<file path="src/rtl/int2float_rr_sched_if.sv">
// Request/result bus between the int2float scheduler and its neighbours.
// Latency: none, this is wiring only.
// Backpressure: req_ready grants one requester per cycle; out_ready stalls the result stage.
interface int2float_rr_sched_if #(
  parameter int NREQ = 4,
  parameter int IDW  = 2
);
  logic [NREQ-1:0]    req_valid;
  logic [NREQ*11-1:0] req_data;
  logic [NREQ-1:0]    req_ready;
  logic               out_valid;
  logic               out_ready;
  logic [3:0]         out_m;
  logic [2:0]         out_e;
  logic [IDW-1:0]     out_id;

  // Front-end side: supplies operands, consumes results.
  modport master (
    output req_valid, req_data, out_ready,
    input  req_ready, out_valid, out_m, out_e, out_id
  );

  // Scheduler side.
  modport slave (
    input  req_valid, req_data, out_ready,
    output req_ready, out_valid, out_m, out_e, out_id
  );
endinterface

</file>
<file path="src/rtl/int2float_rr_sched.sv">
// Round-robin scheduler sharing one int2float converter among NREQ requesters, one conversion per cycle.
// Latency: operand accepted at edge t is presented on the outputs after edge t+1.
// Backpressure: out_ready low holds S2, S1 fills behind it, then req_ready drops to 0.

// Converter: 11-bit unsigned B -> 4-bit mantissa M, 3-bit exponent E (B ~ M * 2^E, truncated).
module int2float (
  input  logic [10:0] i_b,
  output logic [3:0]  o_m,
  output logic [2:0]  o_e
);
  // Leading-one detect: keep the top four significant bits, the exponent is the shift applied.
  always_comb begin
    o_m = i_b[3:0];
    o_e = 3'd0;
    for (int p = 4; p <= 10; p++) begin
      if (i_b[p]) begin
        o_m = i_b[p -: 4];
        o_e = 3'(p - 3);
      end
    end
  end
endmodule

module int2float_rr_sched #(
  parameter int NREQ = 4,
  parameter int IDW  = 2,
  parameter int CNTW = 16
) (
  input  logic                 i_clk,
  input  logic                 i_rst_n,
  input  logic                 i_en,
  int2float_rr_sched_if.slave  bus,
  output logic                 o_busy,
  output logic [CNTW-1:0]      o_conv_count
);
  // S1: granted operand and its tag.
  logic            r_s1_v;
  logic [10:0]     r_s1_dat;
  logic [IDW-1:0]  r_s1_id;
  // S2: converted result and its tag.
  logic            r_out_v;
  logic [3:0]      r_out_m;
  logic [2:0]      r_out_e;
  logic [IDW-1:0]  r_out_id;
  // Arbitration pointer (highest-priority requester) and completion counter.
  logic [IDW-1:0]  r_ptr;
  logic [CNTW-1:0] r_cnt;

  logic            w_out_hs;
  logic            w_s2_load;
  logic            w_s1_free;
  logic            w_grant_ok;
  logic [IDW-1:0]  w_scan [NREQ];
  logic [NREQ-1:0] w_gnt;
  logic [IDW-1:0]  w_gnt_idx;
  logic            w_gnt_any;
  logic [10:0]     w_gnt_dat;
  logic [IDW-1:0]  w_ptr_nxt;
  logic [3:0]      w_cv_m;
  logic [2:0]      w_cv_e;

  // Stage advance: S2 takes S1 whenever S2 is empty or draining this cycle,
  // and S1 can take a new operand whenever it is empty or emptying.
  assign w_out_hs   = r_out_v & bus.out_ready;
  assign w_s2_load  = r_s1_v & (~r_out_v | bus.out_ready);
  assign w_s1_free  = ~r_s1_v | w_s2_load;
  // Reset gates the grant so no requester sees an accept that the reset would discard.
  assign w_grant_ok = i_rst_n & i_en & w_s1_free;

  // Scan order starting at the pointer, wrapping modulo NREQ.
  genvar gk;
  generate
    for (gk = 0; gk < NREQ; gk++) begin : g_scan
      assign w_scan[gk] = IDW'((int'(r_ptr) + gk) % NREQ);
    end
  endgenerate

  // Round-robin pick: first valid requester in scan order; depends on valids only, never on data.
  always_comb begin
    w_gnt     = '0;
    w_gnt_idx = '0;
    w_gnt_any = 1'b0;
    for (int k = 0; k < NREQ; k++) begin
      if (w_grant_ok && !w_gnt_any && bus.req_valid[w_scan[k]]) begin
        w_gnt[w_scan[k]] = 1'b1;
        w_gnt_idx        = w_scan[k];
        w_gnt_any        = 1'b1;
      end
    end
  end

  assign w_gnt_dat = bus.req_data[11*w_gnt_idx +: 11];
  assign w_ptr_nxt = (int'(w_gnt_idx) == NREQ - 1) ? '0 : w_gnt_idx + 1'b1;

  // The single shared converter sits between S1 and S2.
  int2float u_cv (
    .i_b (r_s1_dat),
    .o_m (w_cv_m),
    .o_e (w_cv_e)
  );

  // Pipeline registers, pointer and counter; reset discards everything in flight.
  always_ff @(posedge i_clk) begin
    if (!i_rst_n) begin
      r_s1_v   <= 1'b0;
      r_s1_dat <= '0;
      r_s1_id  <= '0;
      r_out_v  <= 1'b0;
      r_out_m  <= '0;
      r_out_e  <= '0;
      r_out_id <= '0;
      r_ptr    <= '0;
      r_cnt    <= '0;
    end else begin
      if (w_gnt_any) begin
        r_s1_v   <= 1'b1;
        r_s1_dat <= w_gnt_dat;
        r_s1_id  <= w_gnt_idx;
        r_ptr    <= w_ptr_nxt;
      end else if (w_s2_load) begin
        r_s1_v <= 1'b0;
      end

      if (w_s2_load) begin
        r_out_v  <= 1'b1;
        r_out_m  <= w_cv_m;
        r_out_e  <= w_cv_e;
        r_out_id <= r_s1_id;
      end else if (w_out_hs) begin
        r_out_v <= 1'b0;
      end

      if (w_out_hs) begin
        r_cnt <= r_cnt + 1'b1;
      end
    end
  end

  assign bus.req_ready = w_gnt;
  assign bus.out_valid = r_out_v;
  assign bus.out_m     = r_out_m;
  assign bus.out_e     = r_out_e;
  assign bus.out_id    = r_out_id;
  assign o_busy        = r_s1_v | r_out_v;
  assign o_conv_count  = r_cnt;
endmodule

</file>
<file path="src/flat_wrapper.sv">
// flat-port wrapper written by rule: the top's interface ports become plain ports
module int2float_rr_sched_flat 
#(
  parameter int NREQ = 4,
  parameter int IDW  = 2,
  parameter int CNTW = 16
)
  (i_clk, i_rst_n, i_en, o_busy, o_conv_count, bus_req_valid, bus_req_data, bus_out_ready, bus_req_ready, bus_out_valid, bus_out_m, bus_out_e, bus_out_id);
  int2float_rr_sched_if #(.NREQ(NREQ), .IDW(IDW)) bus_i ();
  input  logic i_clk;
  input  logic i_rst_n;
  input  logic i_en;
  output logic o_busy;
  output logic [CNTW-1:0] o_conv_count;
  input wire logic [$bits(bus_i.req_valid)-1:0] bus_req_valid;
  input wire logic [$bits(bus_i.req_data)-1:0] bus_req_data;
  input wire logic [$bits(bus_i.out_ready)-1:0] bus_out_ready;
  output wire logic [$bits(bus_i.req_ready)-1:0] bus_req_ready;
  output wire logic [$bits(bus_i.out_valid)-1:0] bus_out_valid;
  output wire logic [$bits(bus_i.out_m)-1:0] bus_out_m;
  output wire logic [$bits(bus_i.out_e)-1:0] bus_out_e;
  output wire logic [$bits(bus_i.out_id)-1:0] bus_out_id;
  assign bus_i.req_valid = bus_req_valid;
  assign bus_i.req_data = bus_req_data;
  assign bus_i.out_ready = bus_out_ready;
  assign bus_req_ready = bus_i.req_ready;
  assign bus_out_valid = bus_i.out_valid;
  assign bus_out_m = bus_i.out_m;
  assign bus_out_e = bus_i.out_e;
  assign bus_out_id = bus_i.out_id;
  int2float_rr_sched #(.NREQ(NREQ), .IDW(IDW), .CNTW(CNTW)) u_core (.i_clk(i_clk), .i_rst_n(i_rst_n), .i_en(i_en), .bus(bus_i), .o_busy(o_busy), .o_conv_count(o_conv_count));
endmodule
</file>
<file path="config.mk">
export PLATFORM = sky130hd
export DESIGN_NAME = int2float_rr_sched_flat
export DESIGN_NICKNAME = d
export VERILOG_FILES = /design/src/rtl/int2float_rr_sched_if.sv /design/src/rtl/int2float_rr_sched.sv /design/src/flat_wrapper.sv
export SDC_FILE = /design/constraint.sdc
export NUM_CORES = 1
export LEC_CHECK = 0
export BUFFER_PORTS_ARGS = -buffer_cell sky130_fd_sc_hd__buf_4
export CAP_MARGIN = 20
export CORE_UTILIZATION = 25
export CTS_BUF_LIST = sky130_fd_sc_hd__clkbuf_8
export DETAILED_ROUTE_END_ITERATION = 7
export PLACE_DENSITY = 0.56
export SYNTH_ARGS = -nofsm -noshare
export SYNTH_HDL_FRONTEND = slang
export SYNTH_HIERARCHICAL = 1
export SYNTH_SLANG_ARGS = --single-unit
</file>
<file path="constraint.sdc">
create_clock -name i_clk -period 4.1 [get_ports i_clk]
set_input_delay 0.41 -clock i_clk [delete_from_list [all_inputs] [get_ports i_clk]]
set_output_delay 0.41 -clock i_clk [all_outputs]
set_load 0.005 [all_outputs]
</file>
After elaboration in Yosys (flattened, before gate mapping)
Cells that the tools add are included.
Storage, ports and cells
  output and inout port bits: 31
  register bits: 42
Cells by class
  multiplexer cells: 47
  $add $sub $neg: 5
  equal/unequal tests: 1
  bitwise logic cells: 12
  $lt $le $gt $ge: 8
  $mul: 1
  shift-type cells: 1
  reduce and logical (&&, ||, !) cells: 16
Operator list (count)
  two-way mux 4 bit: 11
  indexed part select 44 x 7 -> 11 bit: 1
  two-way mux 3 bit: 6
  two-way mux 1 bit: 17
  adder 16 x 1 -> 16 bit (second input constant): 1
  < comparator 2 x 3 -> 1 bit (second input constant): 4
  OR 4 bit: 3
  logical AND 1 bit: 11
  two-way mux 2 bit: 5
  binary-select mux 1 bit (select 2 bit): 4
  demux 1 bit (select 2 bit): 4
  greater-or-equal comparator 2 x 1 -> 1 bit (second input constant): 4
  multiplier 4 x 2 -> 6 bit (first input constant): 1
  adder 2 x 1 -> 2 bit (second input constant): 2
  adder 2 bit (second input constant): 2
  AND 1 bit: 4
  nonzero test 2 bit: 2
  zero test 1 bit: 3
  OR 1 bit: 3
  == test 2 x 1 -> 1 bit (second input constant): 1
  NOT 1 bit: 2

Depth between registers and ports, before layout
Gate-level depths: netlist (run 1).
  word-level depth: 21
  mapped depth: 10
  depth with buffers taken out: 8

Cells and area by module
The synthesis (run 1) kept the hierarchy.
Modules (own cells, without submodules)
  int2float_rr_sched: times used 1, area each 2363.5 um2, sequential area each 840.8 um2, cells each 243
  int2float: times used 1, area each 281.5 um2, sequential area each 0.0 um2, cells each 45

Least setup slack after synthesis (run 1)
No wires, ideal clock.
  path type: register -> register
  start point: reg u_core.r_ptr[0]
  end point: reg u_core.r_s1_dat[0]
  buffers on the path: 2
  clock period less this slack: 2565 ps
  stages on the path, launching flop included: 11
  arrival: 2436 ps
  path slack: 1535 ps
  library setup time: 129 ps
  path through: dfxtp_1 -> buf_2 -> inv_1 -> ha_1 -> mux2i_1 -> mux2_2 -> nand3b_1 -> o22ai_4 -> buf_12 -> mux2i_1 -> o221ai_2
On the way
  cells in the longest elaborated chain, start to end: 18
  elaborated cells on any way between the ends: 31
  those cells by class: 3 x add/sub; 1 x mul; 1 x shift; 16 x mux; 10 x reduce/logical
RTL lines
  start, declared: line int2float_rr_sched.sv:46  | logic [IDW-1:0] r_ptr;
  start signal, assigned: line int2float_rr_sched.sv:119  | r_ptr <= w_ptr_nxt;
  binary-select mux 1 bit (select 2 bit): line int2float_rr_sched.sv:84  | if (w_grant_ok && !w_gnt_any && bus.req_valid[w_scan[k]]) begin
  two-way mux 1 bit (implied by the code): line int2float_rr_sched.sv:84
  logical AND 1 bit: line int2float_rr_sched.sv:84
  two-way mux 1 bit: line int2float_rr_sched.sv:84
  zero test 1 bit: line int2float_rr_sched.sv:84
  logical AND 1 bit (2 in series): line int2float_rr_sched.sv:84
  two-way mux 1 bit: line int2float_rr_sched.sv:84
  zero test 1 bit: line int2float_rr_sched.sv:84
  logical AND 1 bit (2 in series): line int2float_rr_sched.sv:84
  two-way mux 1 bit: line int2float_rr_sched.sv:84
  zero test 1 bit: line int2float_rr_sched.sv:84
  logical AND 1 bit (2 in series): line int2float_rr_sched.sv:84
  two-way mux 2 bit: line int2float_rr_sched.sv:84
  multiplier 4 x 2 -> 6 bit: line int2float_rr_sched.sv:92  | assign w_gnt_dat = bus.req_data[11*w_gnt_idx +: 11];
  indexed part select 44 x 7 -> 11 bit: line int2float_rr_sched.sv:92
  end signal, assigned: line int2float_rr_sched.sv:117  | r_s1_dat <= w_gnt_dat;
  end, declared: line int2float_rr_sched.sv:38  | logic [10:0] r_s1_dat;
Parallel ways exist; a longest one is shown, timed or not. The select of a mux whose other input is x is not followed.
A chain may end at the register's enable or synchronous reset.

Final worst setup path (run 1)
  start point: reg u_core.r_ptr[0]
  end point: out bus_req_ready[2]
On the way
  cells in the longest elaborated chain, start to end: 16
  elaborated cells on any way between the ends: 51
  those cells by class: 3 x add/sub; 8 x order compare; 23 x mux; 3 x bitwise; 14 x reduce/logical
RTL lines
  branches (longest 15 deep; another with < comparator 2 x 3 -> 1 bit)
  two-way mux 4 bit (*): line int2float_rr_sched.sv:84
  end, declared: line flat_wrapper.sv:18  | output wire logic [$bits(bus_i.req_ready)-1:0] bus_req_ready;
Every way passes the cells marked *. The select of a mux whose other input is x is not followed.

==> results of run 1 <==
## registers in the layout (all words and copies together), names as in the netlist
| name | cells |
|---|---|
| u_core/r_s1_id | 2 |
| u_core/bus.out_valid | 1 |
| u_core/bus.out_id | 2 |
| u_core/r_s1_dat | 11 |
| u_core/r_s1_v | 1 |
| u_core/o_conv_count | 16 |
| u_core/bus.out_e | 3 |
| u_core/bus.out_m | 4 |
| u_core/r_ptr | 2 |
## layer usage
metal / up-vias / wire (µm)
met3: 4 / 197
met2: 39 / 3500
li1: 1185 / -
met5: - / 0
met1: 1088 / 3180
met4: 0 / 59
## stage by stage
| step | util | instances | total power, mW | area (µm²) | setup WS, ns |
|---|---|---|---|---|---|
| finish | 0.332 | 500 | 1.05 | 3420 | 0.814 |
| global route | 0.332 | 500 | 1.13 | 3420 | 0.513 |
| CTS | 0.332 | 500 | 1.07 | 3420 | 0.832 |
| detailed placement | 0.325 | 493 | 0.804 | 3340 | 1.10 |
| global placement | 0.325 | 493 | 0.800 | 3340 | 1.22 |
| floorplan | - | 288 | 0.712 | 2650 | 1.53 |
## cells in the final DEF, fill, tap and decap left out, drive strengths merged, types with 2 or more instances in the layout
master	count
inv	11
o21ai	9
nand3	6
o21a	2
and4	2
o22ai	2
o32a	2
nor3	2
ha	5
nand2b	3
o221ai	12
and3	3
xnor2	3
xor2	11
a32oi	2
nand3b	2
or2	2
nor2	36
nand4	4
and2	5
nand2	26
buf	86
a22oi	8
nor2b	6
mux4	3
dfxtp	42
a21oi	14
mux2i	37
clkbuf	5
## cell families (layout without fill, tap and decap cells)
kind of cell               count (synthesis)  count (layout)  synth area share
and+or+nand+nor                           99              99             0.182
AOI/OAI and AO/OA                         60              60             0.200
DFF                                       42              42             0.318
muxes                                     41              41             0.170
buffers and inverters                     27             103            0.0610
xor gates and xnor gates                  14              14            0.0464
adders and majority gates                  5               5            0.0237
## report_power, final
part	leakage [nW]	internal [mW]	switching [mW]
combinational	0.993	0.163	0.148
clock	0.0414	0.115	0.143
sequential	0.342	0.436	0.0497
total	1.38	0.713	0.341
## path summary, 6_finish.rpt
path,from,to,slack [ns],depth (start not counted)
min reg2reg,u_core/r_s1_id[0],u_core/r_s1_id[0],0.47,2
max reg2reg,u_core/r_ptr[0],u_core/r_s1_dat[6],1.08,9
max,u_core/r_ptr[0],bus_req_ready[2],0.81,9
min,i_rst_n,u_core/r_ptr[0],0.37,2
## area by class of cell
cell class	count	area (µm²)
clock buffers	5	68.8
clock inverters	2	11.3
fillers	1095	6860
inverters	10	37.5
multi-input cells	219	1640
flip-flops and latches	42	841
well taps	136	170
repair buffers	86	646
## worst register-to-register path, delay by kind of cell (launching register included)
| family | cells | cell delay, ns |
|---|---|---|
| AOI/OAI and AO/OA | 2 | 0.32 |
| muxes | 3 | 0.72 |
| DFF | 1 | 0.65 |
| adders and majority gates | 1 | 0.45 |
| and+or+nand+nor | 1 | 0.16 |
| buffers and inverters | 2 | 0.61 |
==> impl_metrics.yaml, run 1 <==
outcome:
  status: "completed"
yosys:
  synth.most_common_cell: "dfxtp_1"
  synthCells: 288
  ys.flop_type: "dfxtp_1"
  async_reset_ff_frac: 0
  yosys-top-cells-count: "dfxtp_1, mux2i_1, nor2_1"
  synth_top_area_cell: "dfxtp_1"
  synth-edff-count: 0
  yosysWarnings: 6
  synth_top_area_frac: 0.318
  synth_cell_types: 50
  ys_seq_area_frac: 0.318
  avgSynthCellArea_um2: 9.18
  synthTopCellsByArea: "dfxtp_1, mux2i_1, o221ai_2, nor2_1, nand2_1"
  ys_ff_latch: 42
  synthesis.nets: 345
  syn-cell-area_mm2: 0.00265
detailed_routing:
  first_iter_violations: 137
  via_count: 2316
  drt-pass1-iter-count: 4
  wire_per_inst_um: 13.9
  routed_wl_um: 6940
  drc: 0
  drtAntennaViolNets: 0
  routed_via_density: 4.63
global_routing:
  grt_use_met3: 0.0193
  grt_pass1_vias: 2299
  grt_usage: 0.126
  antenna_found_initial: 0
  grt_pass1_wl_um: 11100
  use_met1: 0.150
  grt_max_degree: 31
  met2_usage: 0.229
  grt_overflow_total: 0
  grt_busiest_layer: "met2"
placed_design:
  port-buffer-count: 82
  hpwl_um: 5230
  gp_congestion: 0.807
critical_path:
  cp.buffers_inverters: 2
  critPathMaxFanout: 13
  crit_path_top_delay_cell: "dfxtp_1"
  path_class: "register to output pin"
  crit_family: "flip-flops"
  endpoint_kind: "output pin"
  cp-start-kind: "register"
  cp_data_required_time_ns: 3.69
  worst_path_largest_cell_delay_ns: 0.65
  cp_cell_sequence: "inv_1 > ha_1 > mux2i_1 > mux2_2 > nand3b_1 > nor2_1 > a22oi_1 > o21ai_0 > buf_4"
  cp_data_arrival_time_ns: 2.88
finish:
  drive_gt1_frac: 0.321
  nNetsFinal: 421
  area_growth_pct: 29.2
  diodes: 0
sta:
  setup_viol: 0
  worst_hold_slack_ns: 0.372
  rsz0062_at_grt: "false"
  fmaxAchievable_ghz: 0.304
  fin_crit_ns: 3.29
  final_max_slew_viol_count: 0
  fin_crit_sh: 0.801
  tns_ns: 0
  finalClockSkew_ns: 0.00864
  worstMarginPinSlew_ns: 0.991
  hold_viol_final: 0
  maxSlewHeadroom: 0.338
die:
  start_util: 0.257
  die_x_um: 105
  core-area_mm2: 0.0103
  fp-row-count: 37
  io_pins: 83
  dieArea_mm2: 0.0110
  dieHeight_um: 105
clock_network:
  cts_setup_buffers: 0
  tritoncts: "yes"
  tritoncts_num_sinks: 42
  cts_max_level: 2
  cts_resized: 0
  cts_buffer_depth: 2
  cts_buffers: 5
  clkTransAtPathRegs_ns: 0.08
  clock_latency_ns: 0.29
  cts-root-buf: "clkbuf_8"
  hold_buffers: 0
hold_path:
  min_path_type: "input port to register"
flow_run:
  drv_cap: 0
power_and_ir_drop:
  ir_drop_v: 0.000138
  leakagePower_nw: 1.38
  p_per_area_mw_per_mm2: 308
Note: power is estimated with default switching activity, not from simulation.
==> run 2, diff against run 1 <==
==> constraint.sdc (replaced) <==
create_clock -name i_clk -period 3.4 [get_ports i_clk]
set_input_delay 0.34 -clock i_clk [delete_from_list [all_inputs] [get_ports i_clk]]
set_output_delay 0.34 -clock i_clk [all_outputs]
set_load 0.005 [all_outputs]
==> run 2 against run 1 <==
Setup slack got worse by 0.39 ns. Utilization rose by 0.39 points. Sequential share of layout area fell by 0.28 points. Global-route usage barely moved. Critical path type unchanged. Clock power rose by 56%. First-iteration DRC count fell by 12%. Final area rose by 1.2%. Die area did not move.
==> impl_metrics.yaml, run 2 (synthesis results as in run 1) <==
die:
  dieHeight_um: 105
  fp-row-count: 37
  dieArea_mm2: 0.0110
  core-area_mm2: 0.0103
  start_util: 0.257
  die_x_um: 105
  io_pins: 83
sta:
  maxSlewHeadroom: 0.339
  fmaxAchievable_ghz: 0.336
  worst_slack_ns: 0.424
  worstMarginPinSlew_ns: 0.990
  rsz0062_at_grt: "false"
  hold_viol_final: 0
  setup_viol: 0
  final_max_slew_viol_count: 0
  fin_crit_sh: 0.875
  fin_crit_ns: 2.98
  finalClockSkew_ns: 0.00631
  tns_ns: 0
clock_network:
  cts-root-buf: "clkbuf_8"
  tritoncts_num_sinks: 42
  cts_resized: 0
  clock_latency_ns: 0.29
  hold_buffers: 0
  cts_buffers: 5
  cts_setup_buffers: 0
  clkTransAtPathRegs_ns: 0.08
  tritoncts: "yes"
  cts_buffer_depth: 2
  cts_max_level: 2
power_and_ir_drop:
  leakagePower_nw: 1.40
  ir_drop_v: 0.000234
  design_power_total_mw: 1.36
  p_per_area_mw_per_mm2: 395
global_routing:
  antenna_found_initial: 0
  grt_overflow_total: 0
  grt_pass1_vias: 2362
  grt_max_degree: 31
  grt_usage: 0.126
  grt_pass1_wl_um: 11300
detailed_routing:
  drc: 0
  drt-pass1-iter-count: 6
  via_count: 2361
  wire_per_inst_um: 13.7
  first_iter_violations: 121
  drtAntennaViolNets: 0
  routed_via_density: 4.71
  routed_wl_um: 6840
critical_path:
  crit_path_top_delay_cell: "dfxtp_1"
  path_class: "register to output pin"
  critPathMaxFanout: 9
  cp_data_arrival_time_ns: 2.64
  crit_family: "flip-flops"
  endpoint_kind: "output pin"
  worst_path_largest_cell_delay_ns: 0.57
  cp.buffers_inverters: 2
  cp-start-kind: "register"
  cp_cell_sequence: "inv_1 > ha_1 > mux2i_1 > mux2_2 > nand3b_1 > nor2b_1 > a22oi_1 > o21ai_0 > buf_4"
  cp_data_required_time_ns: 3.06
finish:
  largest_reg_flops: 16
  stdcell_area_mm2: 0.00346
  diodes: 0
  utilization: 0.336
  layout_common_cells: "buf_4, dfxtp_1, mux2i_1"
  final_common_cell: "buf_4"
  area_growth_pct: 30.7
  fill_cells: 1092
  drive_gt1_frac: 0.326
  nNetsFinal: 422
placed_design:
  place_ws_ns: 0.563
  port-buffer-count: 82
  hpwl_um: 5150
  gp_congestion: 0.799
  dpl_cell_area_mm2: 0.00334
flow_run:
  drv_cap: 0
outcome:
  status: "completed"
hold_path:
  min_path_type: "input port to register"
[run 2: cell types whose count changed in the layout (fill, tap and decap cells not counted)]
cell and delta:
clkbuf_8 +1, bufinv_16 +1, buf_4 +1, inv_1 -1, clkinvlp_4 -1
[run 2: area by class of cell]
class,instances,area (µm²),share of cell area
Clock inverter,1,30.0,0.00869
Tap cell,136,170,0.0492
Inverter,10,37.5,0.0109
Clock buffer,6,82.6,0.0239
Timing Repair Buffer,87,653,0.189
Sequential cell,42,841,0.243
Multi-Input combinational cell,219,1640,0.475
[run 2: per-stage QoR]
stage / instances / hold WS, ns
floorplan: 288 / 0.436
global placement: 494 / 0.468
detailed placement: 494 / 0.467
CTS: 501 / 0.299
global route: 501 / 0.319
finish: 501 / 0.306
[run 2: report_power, final]
group / switching (mW) / internal (mW) / total [mW] / leakage [nW]
combinational: 0.184 / 0.197 / 0.381 / 0.998
clock: 0.167 / 0.235 / 0.402 / 0.0573
sequential: 0.0561 / 0.525 / 0.581 / 0.342
total: 0.407 / 0.958 / 1.36 / 1.40
[run 2: path summary, 6_finish.rpt]
path                          start                     end  slack [ns]  depth (start not counted)
min reg2reg  u_core/o_conv_count[6]  u_core/o_conv_count[6]        0.48                          2
max                 u_core/r_ptr[1]        bus_req_ready[2]        0.42                          9
min                         i_rst_n         u_core/r_ptr[0]        0.31                          2
max reg2reg         u_core/r_ptr[1]      u_core/r_s1_dat[3]        0.58                          9
[run 2: layer usage]
layer / up-vias / global-route usage / wire length (µm)
met5: - / 0 / 0
met3: 4 / 0.0200 / 218
met2: 48 / 0.220 / 3390
li1: 1191 / - / -
met4: 0 / 0.0322 / 58
met1: 1118 / 0.159 / 3170
[run 2: worst reg2reg max path: stages, from the launching register on]
cell and delay (ns):
dfxtp_1 0.57, inv_1 0.15, ha_1 0.41, mux2i_1 0.20
mux2_2 0.21, nand3b_1 0.16, o22ai_4 0.20, buf_4 0.39
mux2i_1 0.30, o221ai_2 0.12
